[src/rtl/alu_uart_ctrl.sv]
// Byte-serial sequencer between the UART RX/TX cores and a combinational ALU:
// gathers A, B and opcode, captures the ALU outputs, then returns the result and status bytes.
module alu_uart_ctrl #(
    parameter int NB_DATA    = 8,
    parameter int NB_OP_CODE = 6,
    parameter int NB_BYTE    = 8,
    parameter int TIMEOUT    = 50000
) (
    input  logic                  i_clk,
    input  logic                  i_rst,
    input  logic [NB_BYTE-1:0]    i_rx_data,
    input  logic                  i_rx_done,
    input  logic                  i_tx_done,
    output logic [NB_BYTE-1:0]    o_tx_data,
    output logic                  o_tx_start,
    output logic [NB_DATA-1:0]    o_data_a,
    output logic [NB_DATA-1:0]    o_data_b,
    output logic [NB_OP_CODE-1:0] o_op_code,
    input  logic [NB_DATA-1:0]    i_alu_result,
    input  logic                  i_alu_zero,
    input  logic                  i_alu_carry,
    output logic                  o_busy,
    output logic                  o_frame_done,
    output logic                  o_timeout
);
    // state    | meaning
    // RX_A     | collecting operand A bytes, LSB first
    // RX_B     | collecting operand B bytes, LSB first
    // RX_OP    | waiting for the opcode byte
    // EXEC     | one cycle: latch ALU result and flags
    // TX_START | pulse o_tx_start with the current result/status byte
    // TX_WAIT  | hold o_tx_data until the TX core reports done

    localparam int NB    = NB_DATA / 8;
    localparam int CNT_W = $clog2(NB + 1);
    localparam int TMR_W = (TIMEOUT > 1) ? $clog2(TIMEOUT) : 1;

    typedef enum logic [2:0] {
        RX_A, RX_B, RX_OP, EXEC, TX_START, TX_WAIT
    } state_t;

    state_t               state;
    logic [CNT_W-1:0]     cnt;
    logic [TMR_W-1:0]     tmr;
    logic [NB_DATA-1:0]   result;
    logic                 zero;
    logic                 carry;
    logic [NB_BYTE-1:0]   tx_byte;
    logic                 tmr_active;
    logic                 tmr_expire;

    // Index NB selects the status byte; lower indices select result bytes.
    always_comb begin
        tx_byte = {{(NB_BYTE-2){1'b0}}, carry, zero};
        for (int i = 0; i < NB; i++) begin
            if (cnt == CNT_W'(i)) tx_byte = result[i*NB_BYTE +: NB_BYTE];
        end
    end

    // An idle RX_A with no partial operand is never a truncated frame.
    assign tmr_active = (state == RX_B) || (state == RX_OP) ||
                        ((state == RX_A) && (cnt != '0));
    assign tmr_expire = (TIMEOUT != 0) && tmr_active && !i_rx_done &&
                        (tmr == TMR_W'(TIMEOUT - 1));

    always_ff @(posedge i_clk) begin
        if (i_rst) begin
            state        <= RX_A;
            cnt          <= '0;
            tmr          <= '0;
            result       <= '0;
            zero         <= 1'b0;
            carry        <= 1'b0;
            o_tx_data    <= '0;
            o_tx_start   <= 1'b0;
            o_data_a     <= '0;
            o_data_b     <= '0;
            o_op_code    <= '0;
            o_busy       <= 1'b0;
            o_frame_done <= 1'b0;
            o_timeout    <= 1'b0;
        end else begin
            o_tx_start   <= 1'b0;
            o_frame_done <= 1'b0;
            o_timeout    <= 1'b0;

            if (tmr_active && !i_rx_done && !tmr_expire) tmr <= tmr + 1'b1;
            else                                          tmr <= '0;

            if (tmr_expire) begin
                state     <= RX_A;
                cnt       <= '0;
                o_timeout <= 1'b1;
            end else begin
                case (state)
                    RX_A, RX_B: begin
                        if (i_rx_done) begin
                            for (int i = 0; i < NB; i++) begin
                                if (cnt == CNT_W'(i)) begin
                                    if (state == RX_A) o_data_a[i*NB_BYTE +: NB_BYTE] <= i_rx_data;
                                    else               o_data_b[i*NB_BYTE +: NB_BYTE] <= i_rx_data;
                                end
                            end
                            if (cnt == CNT_W'(NB - 1)) begin
                                cnt   <= '0;
                                state <= (state == RX_A) ? RX_B : RX_OP;
                            end else begin
                                cnt <= cnt + 1'b1;
                            end
                        end
                    end
                    RX_OP: begin
                        if (i_rx_done) begin
                            o_op_code <= i_rx_data[NB_OP_CODE-1:0];
                            o_busy    <= 1'b1;
                            state     <= EXEC;
                        end
                    end
                    EXEC: begin
                        result <= i_alu_result;
                        zero   <= i_alu_zero;
                        carry  <= i_alu_carry;
                        state  <= TX_START;
                    end
                    TX_START: begin
                        o_tx_data  <= tx_byte;
                        o_tx_start <= 1'b1;
                        state      <= TX_WAIT;
                    end
                    TX_WAIT: begin
                        if (i_tx_done) begin
                            if (cnt == CNT_W'(NB)) begin
                                cnt          <= '0;
                                o_frame_done <= 1'b1;
                                o_busy       <= 1'b0;
                                state        <= RX_A;
                            end else begin
                                cnt   <= cnt + 1'b1;
                                state <= TX_START;
                            end
                        end
                    end
                    default: state <= RX_A;
                endcase
            end
        end
    end
endmodule

[config.mk]
export PLATFORM = sky130hd
export DESIGN_NAME = alu_uart_ctrl
export DESIGN_NICKNAME = d
export VERILOG_FILES = /design/src/rtl/alu_uart_ctrl.sv
export SDC_FILE = /design/constraint.sdc
export NUM_CORES = 1
export LEC_CHECK = 0
export BUFFER_PORTS_ARGS = -buffer_cell sky130_fd_sc_hd__buf_4
export CORE_MARGIN = 3
export CORE_UTILIZATION = 50
export CTS_BUF_LIST = sky130_fd_sc_hd__clkbuf_4 sky130_fd_sc_hd__clkbuf_8
export DETAILED_ROUTE_END_ITERATION = 10
export PLACE_DENSITY_LB_ADDON = 0.05
export SLEW_MARGIN = 20
export SYNTH_ARGS = -nofsm -noshare
export SYNTH_HDL_FRONTEND = slang
export SYNTH_SLANG_ARGS = --single-unit
[constraint.sdc]
create_clock -name i_clk -period 1.64 [get_ports i_clk]
set_input_delay 0.246 -clock i_clk [delete_from_list [all_inputs] [get_ports i_clk]]
set_output_delay 0.246 -clock i_clk [all_outputs]
set_load 0.01 [all_outputs]
==> implementation parameters <==
Parameter                              Value

Layout
  Count of filler cells inserted in the layout ... 424
  Fraction of layout instances using a drive strength above 1 ... 27.9%
  Net total in the final layout ... 363
  Final instance area ... 3320 sq um
  Non-filler instance count after layout ... 411
  Antenna Diode Count ... 0
  Layout area overhead ... 30.9%
  Register cell area after layout ... 1280 sq um
  Final Util ... 68.8%
  Footprint of the multi-input gates ... 1160 sq um

Floorplanning
  Starting density of the core ... 52.6%
  Die Width ... 77.2 microns
  Std-Cell Rows ... 25
  CORE AREA ... 4820 sq um
  Chip height ... 77.2 microns
  Die Area ... 5950 sq um
  Top-level I/O count ... 56

Placement
  Placement Cell Area ... 3090 sq um
  Routability-driven placement congestion ratio ... 0.825
  HPWL Detailed ... 3730 microns
  Count of buffers from port buffering ... 55
  Inst Count DP ... 396

Power and ir drop
  Leakage power of the design ... 1.48 nW
  Proportion of power drawn by flip-flops and latches ... 49.6%
  Net load switching power ... 0.715 mW
  Power per unit of standard cell area ... 984 nW/um^2
  Sw frac ... 21.9%
  Clk network pwr share ... 42.0%
  IR Drop Worst-Case VDD ... 598 uV
  Internal portion of total power ... 2.55 mW
  Combinational share of power ... 8.4%

Yosys
  Cell variety after synth ... 32
  Cell types occupying the most area after synthesis ... sky130_fd_sc_hd__dfxtp_1 (51%), sky130_fd_sc_hd__mux2i_1 (13%), sky130_fd_sc_hd__nor2_1 (8.6%)
  Cell types with the highest counts after synthesis ... sky130_fd_sc_hd__dfxtp_1 (64), sky130_fd_sc_hd__nor2_1 (58), sky130_fd_sc_hd__mux2i_1 (34)
  Netlist area before placement ... 2530 sq um
  Multiplexer share of the synthesized area ... 13.9%
  Number of standard cells after synthesis ... 271
  Register bit count reported by yosys ... 64
  Post-synth EDFFs ... 0
  Fraction of registers with async set or reset after synthesis ... 0%
  Mean area per synthesized cell ... 9.34 sq um
  Share of synthesized area occupied by flip-flops and latches ... 50.6%
  Main combinational cell family by area after synthesis ... simple AND/OR/NAND/NOR gates
  Top FF cell, synth ... sky130_fd_sc_hd__dfxtp_1
  Simple-gate portion of the synthesized area ... 21.6%
  Ys Warns ... 0
  Adder-cell share of the synthesized area ... 0.494%
  Most used standard cell by instance count after synthesis ... sky130_fd_sc_hd__dfxtp_1
  Cell type with the largest total area after synthesis ... sky130_fd_sc_hd__dfxtp_1
  Area share of xor/xnor cells in the synthesized design ... 4.84%
  Post-Syn Nets ... 294
  Share of the synthesized area in compound gates (AO/OA/AOI/OAI) ... 4.40%
  Area share of the largest cell type after synthesis ... 50.6%

Clock tree
  Maximum clock insertion buffer count ... 2
  Clk sink count ... 64
  Cell at the root of the clock tree ... sky130_fd_sc_hd__clkbuf_8
  Buffers inserted during post-CTS setup optimization ... 0
  Clock latency of the later-clocked register in the worst-skew pair ... 320 ps
  TritonCTS clock tree ... built
  Number of buffers added by the clock tree synthesis step ... 9
  Clock slew seen by the registers of the worst setup and hold paths ... 70 ps
  H-tree levels ... 3

Flow run
  Reported max-cap violation count ... 0

Setup path
  Reg-to-Reg Start ... tmr[11]
  Critical path data required time ... 1860 ps
  Kind of launch point of the worst setup path ... register
  Critical-path cell list ... or3_4, nor4_4, or2_1, buf_4, nor2_1
  Reg-to-reg slack, setup ... 90 ps
  End of the worst register-to-register path ... tmr[13]
  Worst setup endpoint ... tmr[13]
  Start point of the critical path ... tmr[11]
  Worst r2r path cells ... 5
  Critical-path maximum fanout ... 8
  Highest-delay cell along the critical path ... sky130_fd_sc_hd__or3_4
  Arrival time at the worst endpoint ... 1760 ps
  Largest stage delay on the critical path ... 390 ps
  Type of the worst setup path ... register to register
  Kind of capture point of the worst setup path ... register

Worst hold path
  Tightest Hold Check Type ... input port to register

Outcome
  Result of the run ... finished clean

Routing
  First-pass iteration count of the detailed router ... 4
  Average detailed-routed wire length per instance ... 13.2 microns
  Mean number of vias per cell ... 5.02
  Detail Route Antenna Nets ... 0
  DRC marker count from the first detailed-route iteration ... 137
  DRC viols ... 0
  Total routed wirelength ... 5430 microns
  Detailed-route via count ... 2065

Global routing
  Aggregate global-route resource usage ... 19.7%
  Maximum number of pins on one net before global-route repair ... 43
  Vias in the first global route ... 2118
  GRT overflow ... 0
  First-pass GRT wire length ... 9350 microns
  Initial antenna violation count ... 0

STA
  Fin Setup TNS ... 0 ps
  Count of final setup violators ... 0
  Max_slew headroom ... 67.7%
  Largest clock skew in the final design ... 4.62 ps
  RSZ-0062 raised after global routing ... no
  Number of max-slew violations in the final report ... 0
  Slew at the pin closest to its max-slew limit ... 485 ps
  Portion of the clock cycle consumed by the worst path in the final layout ... 94.3%
  Post-layout minimum cycle time ... 1550 ps
  Worst hold margin ... 149 ps
  Final Hold Violating Endpoints ... 0
  Max Freq ... 0.647 GHz
-- cell usage in the layout (no fill, tap or decap) --
cell / synthesis / routed
sky130_fd_sc_hd__nor4_4: 0 / 1
sky130_fd_sc_hd__nand2_1: 15 / 15
sky130_fd_sc_hd__o22ai_1: 1 / 1
sky130_fd_sc_hd__nor3_1: 5 / 5
sky130_fd_sc_hd__dfxtp_2: 0 / 1
sky130_fd_sc_hd__a311oi_1: 1 / 1
sky130_fd_sc_hd__and3_1: 2 / 2
sky130_fd_sc_hd__nand3_1: 14 / 14
sky130_fd_sc_hd__nor2_1: 58 / 58
sky130_fd_sc_hd__nand4_1: 7 / 7
sky130_fd_sc_hd__inv_1: 5 / 5
sky130_fd_sc_hd__o21ai_0: 2 / 2
sky130_fd_sc_hd__or4_4: 0 / 1
sky130_fd_sc_hd__or3_4: 0 / 1
sky130_fd_sc_hd__nor2b_1: 1 / 1
sky130_fd_sc_hd__o211ai_1: 1 / 1
sky130_fd_sc_hd__clkbuf_8: 0 / 12
sky130_fd_sc_hd__a211oi_1: 2 / 2
sky130_fd_sc_hd__buf_4: 0 / 75
sky130_fd_sc_hd__a21oi_1: 11 / 11
sky130_fd_sc_hd__mux2i_1: 34 / 34
sky130_fd_sc_hd__ha_1: 1 / 1
sky130_fd_sc_hd__dfxtp_1: 64 / 63
sky130_fd_sc_hd__or4_1: 3 / 2
sky130_fd_sc_hd__clkinv_2: 0 / 2
sky130_fd_sc_hd__xor2_1: 10 / 10
sky130_fd_sc_hd__bufinv_16: 0 / 1
sky130_fd_sc_hd__a31o_2: 1 / 1
sky130_fd_sc_hd__mux2_2: 1 / 1
sky130_fd_sc_hd__and4_1: 5 / 5
sky130_fd_sc_hd__nand2b_1: 2 / 2
sky130_fd_sc_hd__or2_1: 1 / 1
sky130_fd_sc_hd__nand4bb_1: 1 / 1
sky130_fd_sc_hd__xnor2_1: 4 / 4
-- stage by stage --
stage / setup WS, ps / total power, mW
floorplan: 76.9 / 1.80
global placement: 116 / 1.93
detailed placement: 90.3 / 1.93
CTS: 52.9 / 3.30
global route: 1.54 / 3.39
finish: 93.4 / 3.26
-- cell type report --
| class | count | area share, % |
|---|---|---|
| inverter | 5 | 0.566 |
| tap | 67 | 2.53 |
| clock buffer | 12 | 4.98 |
| multi-input combinational | 185 | 35.1 |
| clock inverter | 3 | 1.21 |
| timing repair buffer | 75 | 17.0 |
| sequential | 64 | 38.7 |
-- timing repair --
item / 4_1_cts / 5_1_grt
hold buffers: 0 / 0
resized for setup: 0 / 4
endpoints found under the setup margin: 0 / 20
-- cells by family after synthesis --
group / Yosys count
multiplexers: 35
XOR/XNOR: 14
AO/OA/AOI/OAI: 19
flip-flops: 64
AND/OR/NAND/NOR: 116
adder cells (fa/ha/maj): 1
buffers and inverters: 22
-- routing by layer --
| layer | GRT usage, % | wire (microns) | vias up | part of all wire (%) |
|---|---|---|---|---|
| met5 | 0 | 0 | - | 0 |
| met3 | 6.46 | 375 | 7 | 6.9 |
| met2 | 30.8 | 2430 | 45 | 45 |
| li1 | - | - | 1061 | - |
| met4 | 10.3 | 57 | 0 | 1.0 |
| met1 | 24.0 | 2570 | 952 | 47 |
-- critical path, delay by kind of cell (launching register included) --
kind / cells / cell delay [ps]
buffers and inverters: 1 / 160
DFF: 1 / 350
and+or+nand+nor: 4 / 930
-- how the worst min path moves through the flow --
stage                               start      endpoint  slack [ps]  cells after the start
after floorplan               i_alu_carry         carry         390                      2
after global placement             tmr[0]        tmr[0]         440                      1
after detailed placement     o_tx_data[3]  o_tx_data[3]         450                      2
after CTS                 i_alu_result[1]     result[1]         130                      3
after global routing      i_alu_result[1]     result[1]         140                      3
final                     i_alu_result[1]     result[1]         150                      3
-- flip-flops by register name, summed over array words and instances (netlist names) --
| register | cells |
|---|---|
| o_frame_done | 1 |
| o_data_b | 8 |
| o_timeout | 1 |
| o_tx_data | 8 |
| o_busy | 1 |
| o_tx_start | 1 |
| state | 3 |
| o_data_a | 8 |
| o_op_code | 6 |
| zero | 1 |
| tmr | 16 |
| carry | 1 |
| result | 8 |
| cnt | 1 |
-- power by group through the flow --
stage / Sequential, mW / Clock (mW) / Combinational, mW
finish: 1.62 / 1.37 / 0.275
CTS: 1.62 / 1.40 / 0.279
global placement: 1.65 / 0 / 0.275
global route: 1.62 / 1.46 / 0.306
detailed placement: 1.65 / 0 / 0.277
floorplan: 1.66 / 0 / 0.144
(Power assumes the default switching activity.)
